===== src/rtl/vga_timing_gen_if.sv =====
// vga_timing_gen_if: raster timing bundle from the timing source
// to the downstream pixel generators.
interface vga_timing_gen_if;
    logic [9:0] hpos;
    logic [9:0] vpos;
    logic       hsync;
    logic       vsync;
    logic       display_on;
    logic       line_start;
    logic       frame_start;
    logic [7:0] frame_count;

    modport master (
        output hpos, vpos, hsync, vsync, display_on,
        output line_start, frame_start, frame_count
    );

    modport slave (
        input hpos, vpos, hsync, vsync, display_on,
        input line_start, frame_start, frame_count
    );
endinterface


===== src/rtl/vga_timing_gen.sv =====
// vga_timing_gen: parameterised VGA raster timing source.
// Optional VGA_TIMING_DELAY_EN delays hsync/vsync/display_on by PIPE_DELAY.
module vga_timing_gen #(
    parameter int H_DISPLAY   = 640,
    parameter int H_FRONT     = 16,
    parameter int H_SYNC      = 96,
    parameter int H_BACK      = 48,
    parameter int V_DISPLAY   = 480,
    parameter int V_FRONT     = 10,
    parameter int V_SYNC      = 2,
    parameter int V_BACK      = 33,
    parameter int SYNC_ACTIVE = 0,
    parameter int PIPE_DELAY  = 2
) (
    input  logic             clk,
    input  logic             reset,
    vga_timing_gen_if.master vid
);

    localparam int H_TOTAL = H_DISPLAY + H_FRONT + H_SYNC + H_BACK;
    localparam int V_TOTAL = V_DISPLAY + V_FRONT + V_SYNC + V_BACK;

    localparam logic [9:0] H_LAST   = 10'(H_TOTAL - 1);
    localparam logic [9:0] V_LAST   = 10'(V_TOTAL - 1);
    localparam logic [9:0] H_ACT    = 10'(H_DISPLAY);
    localparam logic [9:0] V_ACT    = 10'(V_DISPLAY);
    localparam logic [9:0] HS_FIRST = 10'(H_DISPLAY + H_FRONT);
    localparam logic [9:0] HS_LAST  = 10'(H_DISPLAY + H_FRONT + H_SYNC - 1);
    localparam logic [9:0] VS_FIRST = 10'(V_DISPLAY + V_FRONT);
    localparam logic [9:0] VS_LAST  = 10'(V_DISPLAY + V_FRONT + V_SYNC - 1);

    localparam logic SYNC_ON  = (SYNC_ACTIVE != 0);
    localparam logic SYNC_OFF = !SYNC_ON;

    logic [9:0] hpos_q;
    logic [9:0] vpos_q;
    logic [9:0] h_next;
    logic [9:0] v_next;
    logic       h_wrap;
    logic       v_wrap;
    logic [7:0] frame_q;

    logic       hs_d;
    logic       vs_d;
    logic       de_d;
    logic       ls_d;
    logic       fs_d;

    logic       hs_q;
    logic       vs_q;
    logic       de_q;
    logic       ls_q;
    logic       fs_q;

    // Next raster position: exact-compare wraps on both axes.
    always_comb begin
        h_wrap = (hpos_q == H_LAST);
        v_wrap = (vpos_q == V_LAST);
        h_next = h_wrap ? 10'd0 : hpos_q + 10'd1;
        v_next = vpos_q;
        if (h_wrap) begin
            v_next = v_wrap ? 10'd0 : vpos_q + 10'd1;
        end
    end

    // Flags decoded from the next position so they line up with it.
    always_comb begin
        hs_d = SYNC_OFF;
        vs_d = SYNC_OFF;
        if (h_next >= HS_FIRST && h_next <= HS_LAST) begin
            hs_d = SYNC_ON;
        end
        if (v_next >= VS_FIRST && v_next <= VS_LAST) begin
            vs_d = SYNC_ON;
        end
        de_d = (h_next < H_ACT) && (v_next < V_ACT);
        ls_d = (h_next == 10'd0);
        fs_d = (h_next == 10'd0) && (v_next == 10'd0);
    end

    // Raster counters and completed-frame counter.
    always_ff @(posedge clk or posedge reset) begin
        if (reset) begin
            hpos_q  <= 10'd0;
            vpos_q  <= 10'd0;
            frame_q <= 8'd0;
        end else begin
            hpos_q <= h_next;
            vpos_q <= v_next;
            if (h_wrap && v_wrap) begin
                frame_q <= frame_q + 8'd1;
            end
        end
    end

    // Registered, zero-latency timing flags; reset state is blanked.
    always_ff @(posedge clk or posedge reset) begin
        if (reset) begin
            hs_q <= SYNC_OFF;
            vs_q <= SYNC_OFF;
            de_q <= 1'b0;
            ls_q <= 1'b0;
            fs_q <= 1'b0;
        end else begin
            hs_q <= hs_d;
            vs_q <= vs_d;
            de_q <= de_d;
            ls_q <= ls_d;
            fs_q <= fs_d;
        end
    end

`ifdef VGA_TIMING_DELAY_EN
    logic [PIPE_DELAY-1:0] hs_pipe;
    logic [PIPE_DELAY-1:0] vs_pipe;
    logic [PIPE_DELAY-1:0] de_pipe;

    // Shift the video flags to match a registered pixel pipeline.
    always_ff @(posedge clk or posedge reset) begin
        if (reset) begin
            hs_pipe <= {PIPE_DELAY{SYNC_OFF}};
            vs_pipe <= {PIPE_DELAY{SYNC_OFF}};
            de_pipe <= '0;
        end else begin
            hs_pipe[0] <= hs_q;
            vs_pipe[0] <= vs_q;
            de_pipe[0] <= de_q;
            for (int i = 1; i < PIPE_DELAY; i++) begin
                hs_pipe[i] <= hs_pipe[i-1];
                vs_pipe[i] <= vs_pipe[i-1];
                de_pipe[i] <= de_pipe[i-1];
            end
        end
    end

    assign vid.hsync      = hs_pipe[PIPE_DELAY-1];
    assign vid.vsync      = vs_pipe[PIPE_DELAY-1];
    assign vid.display_on = de_pipe[PIPE_DELAY-1];
`else
    assign vid.hsync      = hs_q;
    assign vid.vsync      = vs_q;
    assign vid.display_on = de_q;
`endif

    assign vid.hpos        = hpos_q;
    assign vid.vpos        = vpos_q;
    assign vid.line_start  = ls_q;
    assign vid.frame_start = fs_q;
    assign vid.frame_count = frame_q;

endmodule

===== src/flat_wrapper.sv =====
// flat-port wrapper written by rule: the top's interface ports become plain ports
module vga_timing_gen_flat 
#(
    parameter int H_DISPLAY   = 640,
    parameter int H_FRONT     = 16,
    parameter int H_SYNC      = 96,
    parameter int H_BACK      = 48,
    parameter int V_DISPLAY   = 480,
    parameter int V_FRONT     = 10,
    parameter int V_SYNC      = 2,
    parameter int V_BACK      = 33,
    parameter int SYNC_ACTIVE = 0,
    parameter int PIPE_DELAY  = 2
)
  (clk, reset, vid_hpos, vid_vpos, vid_hsync, vid_vsync, vid_display_on, vid_line_start, vid_frame_start, vid_frame_count);
  vga_timing_gen_if vid_i ();
  input  logic clk;
  input  logic reset;
  output wire logic [$bits(vid_i.hpos)-1:0] vid_hpos;
  output wire logic [$bits(vid_i.vpos)-1:0] vid_vpos;
  output wire logic [$bits(vid_i.hsync)-1:0] vid_hsync;
  output wire logic [$bits(vid_i.vsync)-1:0] vid_vsync;
  output wire logic [$bits(vid_i.display_on)-1:0] vid_display_on;
  output wire logic [$bits(vid_i.line_start)-1:0] vid_line_start;
  output wire logic [$bits(vid_i.frame_start)-1:0] vid_frame_start;
  output wire logic [$bits(vid_i.frame_count)-1:0] vid_frame_count;
  assign vid_hpos = vid_i.hpos;
  assign vid_vpos = vid_i.vpos;
  assign vid_hsync = vid_i.hsync;
  assign vid_vsync = vid_i.vsync;
  assign vid_display_on = vid_i.display_on;
  assign vid_line_start = vid_i.line_start;
  assign vid_frame_start = vid_i.frame_start;
  assign vid_frame_count = vid_i.frame_count;
  vga_timing_gen #(.H_DISPLAY(H_DISPLAY), .H_FRONT(H_FRONT), .H_SYNC(H_SYNC), .H_BACK(H_BACK), .V_DISPLAY(V_DISPLAY), .V_FRONT(V_FRONT), .V_SYNC(V_SYNC), .V_BACK(V_BACK), .SYNC_ACTIVE(SYNC_ACTIVE), .PIPE_DELAY(PIPE_DELAY)) u_core (.clk(clk), .reset(reset), .vid(vid_i));
endmodule

===== config.mk =====
export PLATFORM = sky130hd
export DESIGN_NAME = vga_timing_gen_flat
export DESIGN_NICKNAME = d
export VERILOG_FILES = /design/src/rtl/vga_timing_gen_if.sv /design/src/rtl/vga_timing_gen.sv /design/src/flat_wrapper.sv
export SDC_FILE = /design/constraint.sdc
export NUM_CORES = 1
export LEC_CHECK = 0
export ABC_CLOCK_PERIOD_IN_PS = 2790
export CAP_MARGIN = 20
export CORE_MARGIN = 4
export CORE_UTILIZATION = 49
export CTS_CLUSTER_DIAMETER = 40
export DETAILED_ROUTE_END_ITERATION = 10
export PLACE_DENSITY = 0.76
export SLEW_MARGIN = 20
export SYNTH_ARGS = -nofsm -noshare
export SYNTH_HDL_FRONTEND = slang
export SYNTH_SLANG_ARGS = --single-unit

===== constraint.sdc =====
create_clock -name clk -period 2.79 [get_ports clk]
set_clock_uncertainty 0.1 [all_clocks]
set_input_delay 0.558 -clock clk [delete_from_list [all_inputs] [get_ports clk]]
set_output_delay 0.558 -clock clk [all_outputs]
set_load 0.05 [all_outputs]

==> results.toml <==
[routing]
drt_iter0_markers = 103
routedWlPerCell_um = 15.1
antenna_left = 0
totalWireLength_um = 4080
detailroute.via_count = 1526
via_per_inst = 5.65
drcViolationCount = 0
drtPass1Iterations = 5

[power]
internal_power_uw = 704
p_leak_uw = 0.000958
vdd_drop_max_mv = 0.291
switching_share_pct = 19.9
combPwrFrac_pct = 1.3
powerDensity_mw_per_mm2 = 377
p_clk_share_pct = 44.2
netSwitchingPower_uw = 175
sequentialPowerShare_pct = 54.5

[synthesis]
syn_nets = 190
syn_avg_cell_area_sq_um = 10.1
synth_flop_cell = "dfrtp_1"
synth_cell_types = 50
syn_area_sq_mm = 0.00185
post_synth_most_frequent_cells = "dfrtp_1, nand2_1, xnor2_1"
yosysMostFrequentCell = "dfrtp_1"
synth_top_area_cell = "dfrtp_1"
synth-edff-count = 0
yosysWarnings = 0
ys_top_cells_by_area = "dfrtp_1, xnor2_1, nand2_1"
synthCells = 183
ys_seq_area_share_pct = 44.8
synthArstFlopShare_pct = 100
ys_seq_elements = 33
synth_top_cell_area_share_pct = 41.9

[floorplanning]
die_area_sq_mm = 0.00482
num_rows = 22
fp.dieW_um = 69.5
core_area_sq_mm = 0.00366
start_util_pct = 50.5
io_pins = 35
die_y_um = 69.5

[global_routing]
grt_pass1_vias = 1407
grt_pass1_wl_um = 6910
grt_max_degree = 34
grt_overflow = 0
grt_usage_pct = 17.5
antenna_found_initial = 0

[clock_tree]
cts_buffers = 5
post_cts_buffers = 0
cts_resized = 0
cts_tree = "done"
htree_levels = 2
cts.sinks = 33
clock_path_buffers = 2
hold_buffers = 0
clk_pin_slew_worst_paths_ns = 0.07
clock_latency_ns = 0.28
ctsRootBufferMaster = "clkbuf_8"

[worst_setup_path]
crit_arrival_ns = 2.54
crit_fanout = 10
setup.worst_path.start_class = "flop"
crit_type = "flop to flop"
worstSetupEndpointType = "flop"
crit_required_ns = 2.88

[cells_and_area]
stdcell_count = 270
fill_cells = 324
drive_gt1_share_pct = 13.1
antenna_cells = 0
area_delta_synth_final_pct = 25.8
post-route-util_pct = 63.6
nets = 228

[timing]
rsz0062_at_grt = "false"
hold_viol_final = 0
fin_crit_ns = 2.46
setup_viol = 0
maxSlewViolCount = 0
setup_tns_ns = 0
hold_ws_ns = 0.371
timing.final.crit_share_pct = 88.1
fmaxAchievable_mhz = 407
tightestPinTransition_ns = 0.542
max_slew_margin_pct = 62.9

[placement]
hpwl_um = 3020
numPortBuffers = 34
gp_congestion = 0.930
placed_cells = 262

[outcome]
status = "finished clean"

[min_path]
hold_path.class = "flop to flop"

[flow_run]
maxCapViolCount = 0
-- per-layer routing --
| layer | vias up | global-route usage (%) | wire length, um |
|---|---|---|---|
| li1 | 733 | - | - |
| met1 | 731 | 23.1 | 1850 |
| met2 | 56 | 29.1 | 1980 |
| met3 | 6 | 4.06 | 216 |
| met4 | 0 | 3.90 | 43 |
| met5 | - | 0 | 0 |
-- cell type report --
type / count / area, sq um / area share [%]
repair buffers: 40 / 385 / 16.6
inverters: 8 / 30.0 / 1.29
clock buffers: 7 / 96.3 / 4.14
multi-input cells: 133 / 922 / 39.6
flip-flops and latches: 33 / 828 / 35.6
clock inverters: 1 / 5.00 / 0.215
well taps: 48 / 60.1 / 2.58
-- power groups by stage --
stage / clock network, uW / registers [uW] / logic [uW]
floorplan: 0 / 487 / 7.03
global placement: 0 / 487 / 12.0
detailed placement: 0 / 487 / 12.2
CTS: 395 / 478 / 12.2
global route: 422 / 478 / 13.7
finish: 388 / 479 / 11.6
-- cells by family after synthesis --
family | count (synthesis) | synth area share [%]
AND/OR/NAND/NOR | 80 | 25.8
flip-flops | 33 | 44.8
AO/OA/AOI/OAI | 24 | 9.13
multiplexers | 2 | 1.15
buffers and inverters | 17 | 5.41
adder cells (fa/ha/maj) | 5 | 3.38
XOR/XNOR | 22 | 10.4
-- flip-flops by register name, summed over array words and instances, names as in the netlist --
name,count
u_core.vid.frame_start,1
u_core.vid.vsync,1
u_core.vid.line_start,1
u_core.vid.hpos,10
u_core.vid.vpos,10
u_core.vid.display_on,1
u_core.vid.hsync,1
u_core.vid.frame_count,8
-- stage by stage --
step	power [uW]	setup slack (ns)	instance area [sq um]
floorplan	494	0.241	1850
global placement	499	0.353	2230
detailed placement	500	0.373	2230
CTS	885	0.348	2330
global route	914	0.112	2330
finish	878	0.333	2330
-- critical path, stage by stage (launching register included) --
cell	delay (ns)
dfrtp_1	0.49
or4b_4	0.60
nor4_4	0.35
a31oi_1	0.17
o32ai_2	0.36
nand3b_1	0.16
nor4_2	0.14
-- worst paths after layout --
kind | end | startpoint | slack [ns] | depth (start not counted)
setup / recovery | u_core.vid.frame_start | u_core.vid.hpos[6] | 0.33 | 6
max in group asynchronous | u_core.vid.hsync | reset | 1.68 | 3
hold reg to reg | u_core.vid.frame_count[7] | u_core.vid.frame_count[7] | 0.37 | 1
hold / removal | u_core.vid.frame_count[7] | u_core.vid.frame_count[7] | 0.37 | 1
min in group asynchronous | u_core.vid.hpos[0] | reset | 0.57 | 3
setup reg to reg | u_core.vid.frame_start | u_core.vid.hpos[6] | 0.33 | 6
-- layout by cell type (no fill, tap or decap), drive strengths merged, types with 2 or more instances in the layout --
master	n
inv	8
nor4	6
ha	5
clkbuf	7
nor3	6
or3	2
nand2	17
nor2	13
buf	6
o31ai	3
and3	3
xor2	7
xnor2	15
nand4	9
nand3	11
a21oi	2
o21ai	8
clkdlybuf4s50	34
a31oi	2
and4	3
dfstp	2
dfrtp	31
Note: power is estimated with default switching activity, not from simulation.
